==> src/rtl/pipe_control_unit_pkg.sv <==
// -----------------------------------------------------------------------------
// pipe_control_unit_pkg
// Shared definitions for the pipeline control unit:
//   - RV32 major-opcode constants used by the decoder
//   - forwarding-select encodings driven on fwd_a / fwd_b
//   - ctrl_t, the control bundle carried down the ID/EX, EX/MEM, MEM/WB stages
// -----------------------------------------------------------------------------
package pipe_control_unit_pkg;

    localparam logic [6:0] OP_LOAD      = 7'b0000011;
    localparam logic [6:0] OP_STORE     = 7'b0100011;
    localparam logic [6:0] OP_ARITH     = 7'b0110011;
    localparam logic [6:0] OP_ARITH_IMM = 7'b0010011;
    localparam logic [6:0] OP_BRANCH    = 7'b1100011;
    localparam logic [6:0] OP_JAL       = 7'b1101111;
    localparam logic [6:0] OP_JALR      = 7'b1100111;
    localparam logic [6:0] OP_LUI       = 7'b0110111;
    localparam logic [6:0] OP_AUIPC     = 7'b0010111;
    localparam logic [6:0] OP_SYSTEM    = 7'b1110011;

    localparam logic [1:0] FWD_REGFILE  = 2'b00;
    localparam logic [1:0] FWD_MEMWB    = 2'b01;
    localparam logic [1:0] FWD_EXMEM    = 2'b10;

    // ecall_cond is the x17==10 condition captured alongside an ECALL in ID.
    typedef struct packed {
        logic mem_read;
        logic mem_to_reg;
        logic mem_write;
        logic alu_src;
        logic write_enable;
        logic pc_to_reg;
        logic alu_op_msb;
        logic is_ecall;
        logic ecall_cond;
    } ctrl_t;

    localparam ctrl_t CTRL_BUBBLE = ctrl_t'(9'b0);

endpackage

==> src/rtl/pipe_control_unit_hazard_detect.sv <==
// -----------------------------------------------------------------------------
// hazard_detect
// Stall / flush / forwarding decisions for the 5-stage pipeline.
// Configuration macro: PIPE_FORWARDING_EN
//   defined   : forward from EX/MEM (priority) or MEM/WB; stall on load-use only
//   undefined : no forwarding; stall while ID/EX or EX/MEM will write a source
// Ports:
//   id_*_i     ID-stage source indices, their "used" flags and valid
//   ex_redirect_i, halt_i   EX redirect and sticky halt flag
//   idex_* / exmem_* / memwb_*  destination index and write/read flags per stage
//   ex_rs1_i, ex_rs2_i      EX-stage sources (already zero when unused)
//   pc_write_o, ifid_write_o, ifid_flush_o, idex_bubble_o, fwd_a_o, fwd_b_o
// -----------------------------------------------------------------------------
module hazard_detect
    import pipe_control_unit_pkg::*;
#(
    parameter int ADDR_W = 5
) (
    input  logic              id_valid_i,
    input  logic              ex_redirect_i,
    input  logic              halt_i,
    input  logic [ADDR_W-1:0] id_rs1_i,
    input  logic [ADDR_W-1:0] id_rs2_i,
    input  logic              id_rs1_used_i,
    input  logic              id_rs2_used_i,
    input  logic [ADDR_W-1:0] idex_rd_i,
    input  logic              idex_we_i,
    input  logic              idex_mem_read_i,
    input  logic [ADDR_W-1:0] exmem_rd_i,
    input  logic              exmem_we_i,
    input  logic [ADDR_W-1:0] memwb_rd_i,
    input  logic              memwb_we_i,
    input  logic [ADDR_W-1:0] ex_rs1_i,
    input  logic [ADDR_W-1:0] ex_rs2_i,
    output logic              pc_write_o,
    output logic              ifid_write_o,
    output logic              ifid_flush_o,
    output logic              idex_bubble_o,
    output logic [1:0]        fwd_a_o,
    output logic [1:0]        fwd_b_o
);

    localparam logic [ADDR_W-1:0] REG_ZERO = '0;

    logic stall_s;
    logic unused_hazard_s;

    // x0 is hard-wired, so it can never be the subject of a dependency.
    function automatic logic id_reads(input logic [ADDR_W-1:0] rd,
                                      input logic [ADDR_W-1:0] rs1,
                                      input logic [ADDR_W-1:0] rs2,
                                      input logic              use1,
                                      input logic              use2);
        return (rd != REG_ZERO) && ((use1 && (rs1 == rd)) || (use2 && (rs2 == rd)));
    endfunction

`ifdef PIPE_FORWARDING_EN
    function automatic logic [1:0] fwd_sel(input logic [ADDR_W-1:0] rs,
                                           input logic [ADDR_W-1:0] em_rd,
                                           input logic              em_we,
                                           input logic [ADDR_W-1:0] mw_rd,
                                           input logic              mw_we);
        logic [1:0] sel;
        if (rs == REG_ZERO) begin
            sel = FWD_REGFILE;
        end else if (em_we && (em_rd == rs)) begin
            sel = FWD_EXMEM;
        end else if (mw_we && (mw_rd == rs)) begin
            sel = FWD_MEMWB;
        end else begin
            sel = FWD_REGFILE;
        end
        return sel;
    endfunction

    // Only a load in EX cannot be forwarded in time; everything else bypasses.
    always_comb begin
        stall_s = id_valid_i && idex_mem_read_i &&
                  id_reads(idex_rd_i, id_rs1_i, id_rs2_i, id_rs1_used_i, id_rs2_used_i);
        fwd_a_o = fwd_sel(ex_rs1_i, exmem_rd_i, exmem_we_i, memwb_rd_i, memwb_we_i);
        fwd_b_o = fwd_sel(ex_rs2_i, exmem_rd_i, exmem_we_i, memwb_rd_i, memwb_we_i);
    end

    assign unused_hazard_s = idex_we_i;
`else
    // Without bypassing, wait until the producer reaches MEM/WB (write-through regfile).
    always_comb begin
        stall_s = id_valid_i &&
                  ((idex_we_i  && id_reads(idex_rd_i,  id_rs1_i, id_rs2_i, id_rs1_used_i, id_rs2_used_i)) ||
                   (exmem_we_i && id_reads(exmem_rd_i, id_rs1_i, id_rs2_i, id_rs1_used_i, id_rs2_used_i)));
        fwd_a_o = FWD_REGFILE;
        fwd_b_o = FWD_REGFILE;
    end

    assign unused_hazard_s = ^{idex_mem_read_i, memwb_rd_i, memwb_we_i, ex_rs1_i, ex_rs2_i};
`endif

    // Fetch/decode control: halt freezes the PC, a redirect overrides any stall.
    always_comb begin
        if (halt_i) begin
            pc_write_o = 1'b0;
        end else if (ex_redirect_i) begin
            pc_write_o = 1'b1;
        end else begin
            pc_write_o = !stall_s;
        end
        ifid_write_o  = ex_redirect_i || !stall_s;
        ifid_flush_o  = ex_redirect_i;
        idex_bubble_o = !id_valid_i || ex_redirect_i || stall_s;
    end

endmodule

==> src/rtl/pipe_control_unit.sv <==
// -----------------------------------------------------------------------------
// pipe_control_unit
// Decodes the ID instruction into a control bundle, carries it through the
// ID/EX, EX/MEM and MEM/WB registers, and raises a sticky halt when a qualified
// ECALL reaches MEM/WB. Hazard and forwarding decisions live in hazard_detect.
// Configuration macro: PIPE_FORWARDING_EN (see hazard_detect).
// Ports:
//   clk, reset_n (async, active low)
//   id_inst, id_valid, id_ecall_cond, ex_redirect   inputs
//   pc_write, ifid_write, ifid_flush                  fetch/decode control
//   ex_alu_src, ex_alu_op, ex_rd                      EX stage
//   mem_read, mem_write                               MEM stage
//   wb_mem_to_reg, wb_write_enable, wb_pc_to_reg, wb_rd   WB stage
//   fwd_a, fwd_b                                      operand select
//   halt                                              sticky program end
// -----------------------------------------------------------------------------
module pipe_control_unit
    import pipe_control_unit_pkg::*;
#(
    parameter int REG_ADDR_W = 5,
    parameter int ALU_OP_W   = 2
) (
    input  logic                  clk,
    input  logic                  reset_n,
    input  logic [31:0]           id_inst,
    input  logic                  id_valid,
    input  logic                  id_ecall_cond,
    input  logic                  ex_redirect,
    output logic                  pc_write,
    output logic                  ifid_write,
    output logic                  ifid_flush,
    output logic                  ex_alu_src,
    output logic [ALU_OP_W-1:0]   ex_alu_op,
    output logic [REG_ADDR_W-1:0] ex_rd,
    output logic                  mem_read,
    output logic                  mem_write,
    output logic                  wb_mem_to_reg,
    output logic                  wb_write_enable,
    output logic                  wb_pc_to_reg,
    output logic [REG_ADDR_W-1:0] wb_rd,
    output logic [1:0]            fwd_a,
    output logic [1:0]            fwd_b,
    output logic                  halt
);

    logic [6:0]            opcode_s;
    ctrl_t                 id_ctrl_s;
    logic [REG_ADDR_W-1:0] id_rd_s, id_rs1_s, id_rs2_s;
    logic                  id_rs1_used_s, id_rs2_used_s;
    logic                  idex_bubble_s;
    logic                  unused_bits_s;

    ctrl_t                 idex_ctrl_q, idex_ctrl_d;
    ctrl_t                 exmem_ctrl_q, exmem_ctrl_d;
    ctrl_t                 memwb_ctrl_q, memwb_ctrl_d;
    logic [REG_ADDR_W-1:0] idex_rd_q, idex_rd_d, idex_rs1_q, idex_rs1_d, idex_rs2_q, idex_rs2_d;
    logic [REG_ADDR_W-1:0] exmem_rd_q, exmem_rd_d, memwb_rd_q, memwb_rd_d;
    logic                  halt_q, halt_d;

    assign opcode_s = id_inst[6:0];
    assign id_rd_s  = id_inst[7  +: REG_ADDR_W];
    assign id_rs1_s = id_inst[15 +: REG_ADDR_W];
    assign id_rs2_s = id_inst[20 +: REG_ADDR_W];

    // Opcode decode into the control bundle and source-usage flags.
    always_comb begin
        id_ctrl_s              = CTRL_BUBBLE;
        id_ctrl_s.mem_read     = (opcode_s == OP_LOAD);
        id_ctrl_s.mem_to_reg   = (opcode_s == OP_LOAD);
        id_ctrl_s.mem_write    = (opcode_s == OP_STORE);
        id_ctrl_s.alu_src      = !((opcode_s == OP_ARITH) || (opcode_s == OP_BRANCH));
        id_ctrl_s.write_enable = !((opcode_s == OP_STORE) || (opcode_s == OP_BRANCH));
        id_ctrl_s.pc_to_reg    = (opcode_s == OP_JAL) || (opcode_s == OP_JALR);
        id_ctrl_s.alu_op_msb   = (opcode_s == OP_ARITH) || (opcode_s == OP_ARITH_IMM) ||
                                 (opcode_s == OP_BRANCH);
        id_ctrl_s.is_ecall     = (opcode_s == OP_SYSTEM);
        id_ctrl_s.ecall_cond   = (opcode_s == OP_SYSTEM) && id_ecall_cond;
        id_rs1_used_s          = !((opcode_s == OP_LUI) || (opcode_s == OP_AUIPC) ||
                                   (opcode_s == OP_JAL));
        id_rs2_used_s          = (opcode_s == OP_ARITH) || (opcode_s == OP_STORE) ||
                                 (opcode_s == OP_BRANCH);
    end

    hazard_detect #(
        .ADDR_W (REG_ADDR_W)
    ) u_hazard (
        .id_valid_i      (id_valid),
        .ex_redirect_i   (ex_redirect),
        .halt_i          (halt_q),
        .id_rs1_i        (id_rs1_s),
        .id_rs2_i        (id_rs2_s),
        .id_rs1_used_i   (id_rs1_used_s),
        .id_rs2_used_i   (id_rs2_used_s),
        .idex_rd_i       (idex_rd_q),
        .idex_we_i       (idex_ctrl_q.write_enable),
        .idex_mem_read_i (idex_ctrl_q.mem_read),
        .exmem_rd_i      (exmem_rd_q),
        .exmem_we_i      (exmem_ctrl_q.write_enable),
        .memwb_rd_i      (memwb_rd_q),
        .memwb_we_i      (memwb_ctrl_q.write_enable),
        .ex_rs1_i        (idex_rs1_q),
        .ex_rs2_i        (idex_rs2_q),
        .pc_write_o      (pc_write),
        .ifid_write_o    (ifid_write),
        .ifid_flush_o    (ifid_flush),
        .idex_bubble_o   (idex_bubble_s),
        .fwd_a_o         (fwd_a),
        .fwd_b_o         (fwd_b)
    );

    // Stage advance; unused sources are zeroed so they can never forward.
    always_comb begin
        if (idex_bubble_s) begin
            idex_ctrl_d = CTRL_BUBBLE;
            idex_rd_d   = '0;
            idex_rs1_d  = '0;
            idex_rs2_d  = '0;
        end else begin
            idex_ctrl_d = id_ctrl_s;
            idex_rd_d   = id_rd_s;
            idex_rs1_d  = id_rs1_used_s ? id_rs1_s : '0;
            idex_rs2_d  = id_rs2_used_s ? id_rs2_s : '0;
        end
        exmem_ctrl_d = idex_ctrl_q;
        exmem_rd_d   = idex_rd_q;
        memwb_ctrl_d = exmem_ctrl_q;
        memwb_rd_d   = exmem_rd_q;
        // Set on the edge that moves the qualified ECALL into MEM/WB.
        halt_d       = halt_q || (exmem_ctrl_q.is_ecall && exmem_ctrl_q.ecall_cond);
    end

    // Pipeline registers and sticky halt.
    always_ff @(posedge clk or negedge reset_n) begin
        if (!reset_n) begin
            idex_ctrl_q  <= CTRL_BUBBLE;
            idex_rd_q    <= '0;
            idex_rs1_q   <= '0;
            idex_rs2_q   <= '0;
            exmem_ctrl_q <= CTRL_BUBBLE;
            exmem_rd_q   <= '0;
            memwb_ctrl_q <= CTRL_BUBBLE;
            memwb_rd_q   <= '0;
            halt_q       <= 1'b0;
        end else begin
            idex_ctrl_q  <= idex_ctrl_d;
            idex_rd_q    <= idex_rd_d;
            idex_rs1_q   <= idex_rs1_d;
            idex_rs2_q   <= idex_rs2_d;
            exmem_ctrl_q <= exmem_ctrl_d;
            exmem_rd_q   <= exmem_rd_d;
            memwb_ctrl_q <= memwb_ctrl_d;
            memwb_rd_q   <= memwb_rd_d;
            halt_q       <= halt_d;
        end
    end

    // Only the MSB of the ALU-op field is ever set.
    always_comb begin
        ex_alu_op               = '0;
        ex_alu_op[ALU_OP_W-1]   = idex_ctrl_q.alu_op_msb;
    end

    assign ex_alu_src      = idex_ctrl_q.alu_src;
    assign ex_rd           = idex_rd_q;
    assign mem_read        = exmem_ctrl_q.mem_read;
    assign mem_write       = exmem_ctrl_q.mem_write;
    assign wb_mem_to_reg   = memwb_ctrl_q.mem_to_reg;
    assign wb_write_enable = memwb_ctrl_q.write_enable;
    assign wb_pc_to_reg    = memwb_ctrl_q.pc_to_reg;
    assign wb_rd           = memwb_rd_q;
    assign halt            = halt_q;

    assign unused_bits_s = ^{id_inst[31:25], id_inst[14:12],
                             memwb_ctrl_q.mem_read, memwb_ctrl_q.mem_write,
                             memwb_ctrl_q.alu_src, memwb_ctrl_q.alu_op_msb,
                             memwb_ctrl_q.is_ecall, memwb_ctrl_q.ecall_cond};

endmodule
==> config.mk <==
export PLATFORM = sky130hd
export DESIGN_NAME = pipe_control_unit
export DESIGN_NICKNAME = d
export VERILOG_FILES = /design/src/rtl/pipe_control_unit_pkg.sv /design/src/rtl/pipe_control_unit_hazard_detect.sv /design/src/rtl/pipe_control_unit.sv
export SDC_FILE = /design/constraint.sdc
export NUM_CORES = 1
export LEC_CHECK = 0
export BUFFER_PORTS_ARGS = -buffer_cell sky130_fd_sc_hd__buf_2
export CORE_AREA = 5 5 54 103
export CTS_BUF_LIST = sky130_fd_sc_hd__clkbuf_2 sky130_fd_sc_hd__clkbuf_4 sky130_fd_sc_hd__clkbuf_8
export CTS_CLUSTER_DIAMETER = 150
export DETAILED_ROUTE_END_ITERATION = 8
export DIE_AREA = 0 0 59 108
export PLACE_DENSITY_LB_ADDON = 0.05
export SLEW_MARGIN = 20
export SYNTH_ARGS = -nofsm -noshare
export SYNTH_HDL_FRONTEND = slang
export SYNTH_HIERARCHICAL = 1
export SYNTH_SLANG_ARGS = --single-unit
==> constraint.sdc <==
create_clock -name clk -period 3.42 [get_ports clk]
set_input_delay 0.855 -clock clk [delete_from_list [all_inputs] [get_ports clk]]
set_output_delay 0.855 -clock clk [all_outputs]
set_load 0.01 [all_outputs]
==> impl_results.md <==
* Status: finished clean
* Crit path largest cell delay at 420 ps
* HP Class: register to register
* Global-route wire length before repair at 5200 µm
* Final Setup Violations at 0
* Largest net degree at the start of global routing at 34
* Fillers at 492
* Clk slew on worst S/H paths at 60 ps
* Critical R2R Capture: exmem_ctrl_d[8]
* Post-CTS Hold Fix Bufs at 0
* Fmax at 0.312 GHz
* Num CTS Buffers at 5
* First drt pass iteration count at 3
* Antenna viol nets, final at 0
* Ant. Diodes at 0
* Port Buf Inserts at 47
* Vias in the first global route at 1093
* Number of max-cap violations at 0
* Clk Latency, worst-skew pair at 270 ps
* Maximum VDD drop at 0.177 mV
* Gr usage total at 0.111
* PD cells at 440 nW/µm²
* Footprint of the multi-input gates at 566 µm²
* Routed WL at 3270 µm
* Nets@finish at 201
* Worst hold endpoint: mem_read
* Vias per cell at 4.56
* Share of cells above drive strength 1 at 0.409
* Cell Area, Placed at 1700 µm²
* Congestion Overflow GR at 0
* Number of H-tree levels at 2
* Least-Margin Pin Slew at 740 ps
* Core ar. at 4640 µm²
* Max Buffers Root-to-Sink at 2
* Crit. Startpoint: id_inst[2]
* Final hold vios at 0
* CP most frequent cell: buf_2
* # rows at 35
* Overall die area at 6370 µm²
* Die Span Y at 108 µm
* Arr. time, crit path at 2350 ps
* Mapped cell area at 1440 µm²
* Worst Hold Depth at 0
* TritonCTS clock tree: yes
* Crit path cell chain: buf_2 -> or3b_4 -> or2_4 -> a21oi_2 -> nand2_1 -> o22ai_2 -> a22oi_1 -> buf_2
* DRT iter0 DRCs at 18
* CTS sink cnt at 33
* Met2 usage in global routing at 0.202
* Number of remaining DRC errors at 0
* Max-slew violations at 0
* Worst path slowest cell: or3b_4
* Synth-to-layout area growth at 24.9%
* Clock root cell: clkbuf_8
* Starting Density at 0.311
* Syn avg cell area at 12.4 µm²
* Max reg flops at 6
* Register area at 826 µm²
* RSZ-0062 raised after global routing: false
* GP Congestion at 0.840
* Post-synthesis instance total at 116
* Met3 GRT Util at 0.0323
* R2R cell count at 6
* Crit Path Category: input pin to primary output
* Hold Crit Start: exmem_ctrl_d[8]
* Slew margin rel. at 0.507
* Setup TNS at 0 ps
* Global route hottest layer: met2
* Buf/Inv on CP at 2
* CP Launch Type: input pin
* Estimated wirelength of the detail-placed design at 2590 µm
* Die X at 59 µm
* Io pins at 63
* Via count at 998
* Initial antenna violation count at 0
* Fin crit period at 3200 ps
* Top Family by Delay on Critical Path: simple AND/OR/NAND/NOR gates
* WL/cell at 14.9 µm
* R2r setup slk at 970 ps
* Required @ worst endpoint at 2560 ps
* Final Instance Area at 1800 µm²
* Synth Warn # at 6
* Crit end category: primary output
* CP max FO at 4
* Lkg Pwr at 0.882 nW
* GR Layer Usage met1 at 0.109
* Tcrit/Tclk final at 0.936
* Skew final at 2.54 ps
* WHS at 348 ps
* FF-to-FF Start: ex_rd[4]
==> cell type report <==
| cell class | count | area share |
|---|---|---|
| sequential | 33 | 0.459 |
| multi-input combinational | 74 | 0.314 |
| timing repair buffer | 48 | 0.135 |
| clock buffer | 7 | 0.0500 |
| tap | 55 | 0.0382 |
| inverter | 2 | 0.00417 |
==> power by group <==
part / total [mW] / internal (mW) / switching [mW]
Sequential: 0.409 / 0.400 / 0.00890
Clock: 0.293 / 0.167 / 0.126
Combinational: 0.0906 / 0.0415 / 0.0491
Total: 0.793 / 0.609 / 0.184
==> stage by stage <==
step	power (mW)	instances	setup slack, ps	util
5_1_grt	0.836	219	130	0.388
2_1_floorplan	0.468	119	523	-
3_3_place_gp	0.506	212	114	0.366
4_1_cts	0.810	219	70.6	0.385
3_5_place_dp	0.507	212	73.8	0.366
6_report	0.793	219	219	0.388
==> cells in the final DEF (no fill, tap or decap), drive strengths merged, types with 2 or more instances in the layout <==
cell / count
nor4: 2
o21a: 2
clkbuf: 7
nor2: 2
nor3: 4
nor2b: 7
or4: 2
nand4: 4
xnor2: 21
nand2: 8
conb: 5
nand3b: 2
a21oi: 2
inv: 2
buf: 48
dfrtp: 33
o22ai: 2
==> worst max path at each step <==
| stage | slack [ps] | to | cells after the start |
|---|---|---|---|
| after floorplan | 520 | ifid_write | 6 |
| after detailed placement | 70 | ifid_write | 8 |
| after global routing | 130 | ifid_write | 8 |
| final | 220 | ifid_write | 8 |
| after global placement | 110 | ifid_write | 8 |
| after CTS | 70 | ifid_write | 8 |
==> what timing repair did <==
item,4_1_cts,5_1_grt
resized for setup,0,2
endpoints found under the hold margin,0,0
buffers inserted,0,0
setup endpoints to repair,0,1
==> per-layer routing <==
metal,part of all wire,up-vias,wire length [µm]
li1,-,468,-
met1,0.32,488,1060
met2,0.57,36,1860
met3,0.083,6,271
met4,0.024,0,80
met5,0,-,0
No activity file was read; power rests on OpenSTA's default activity.
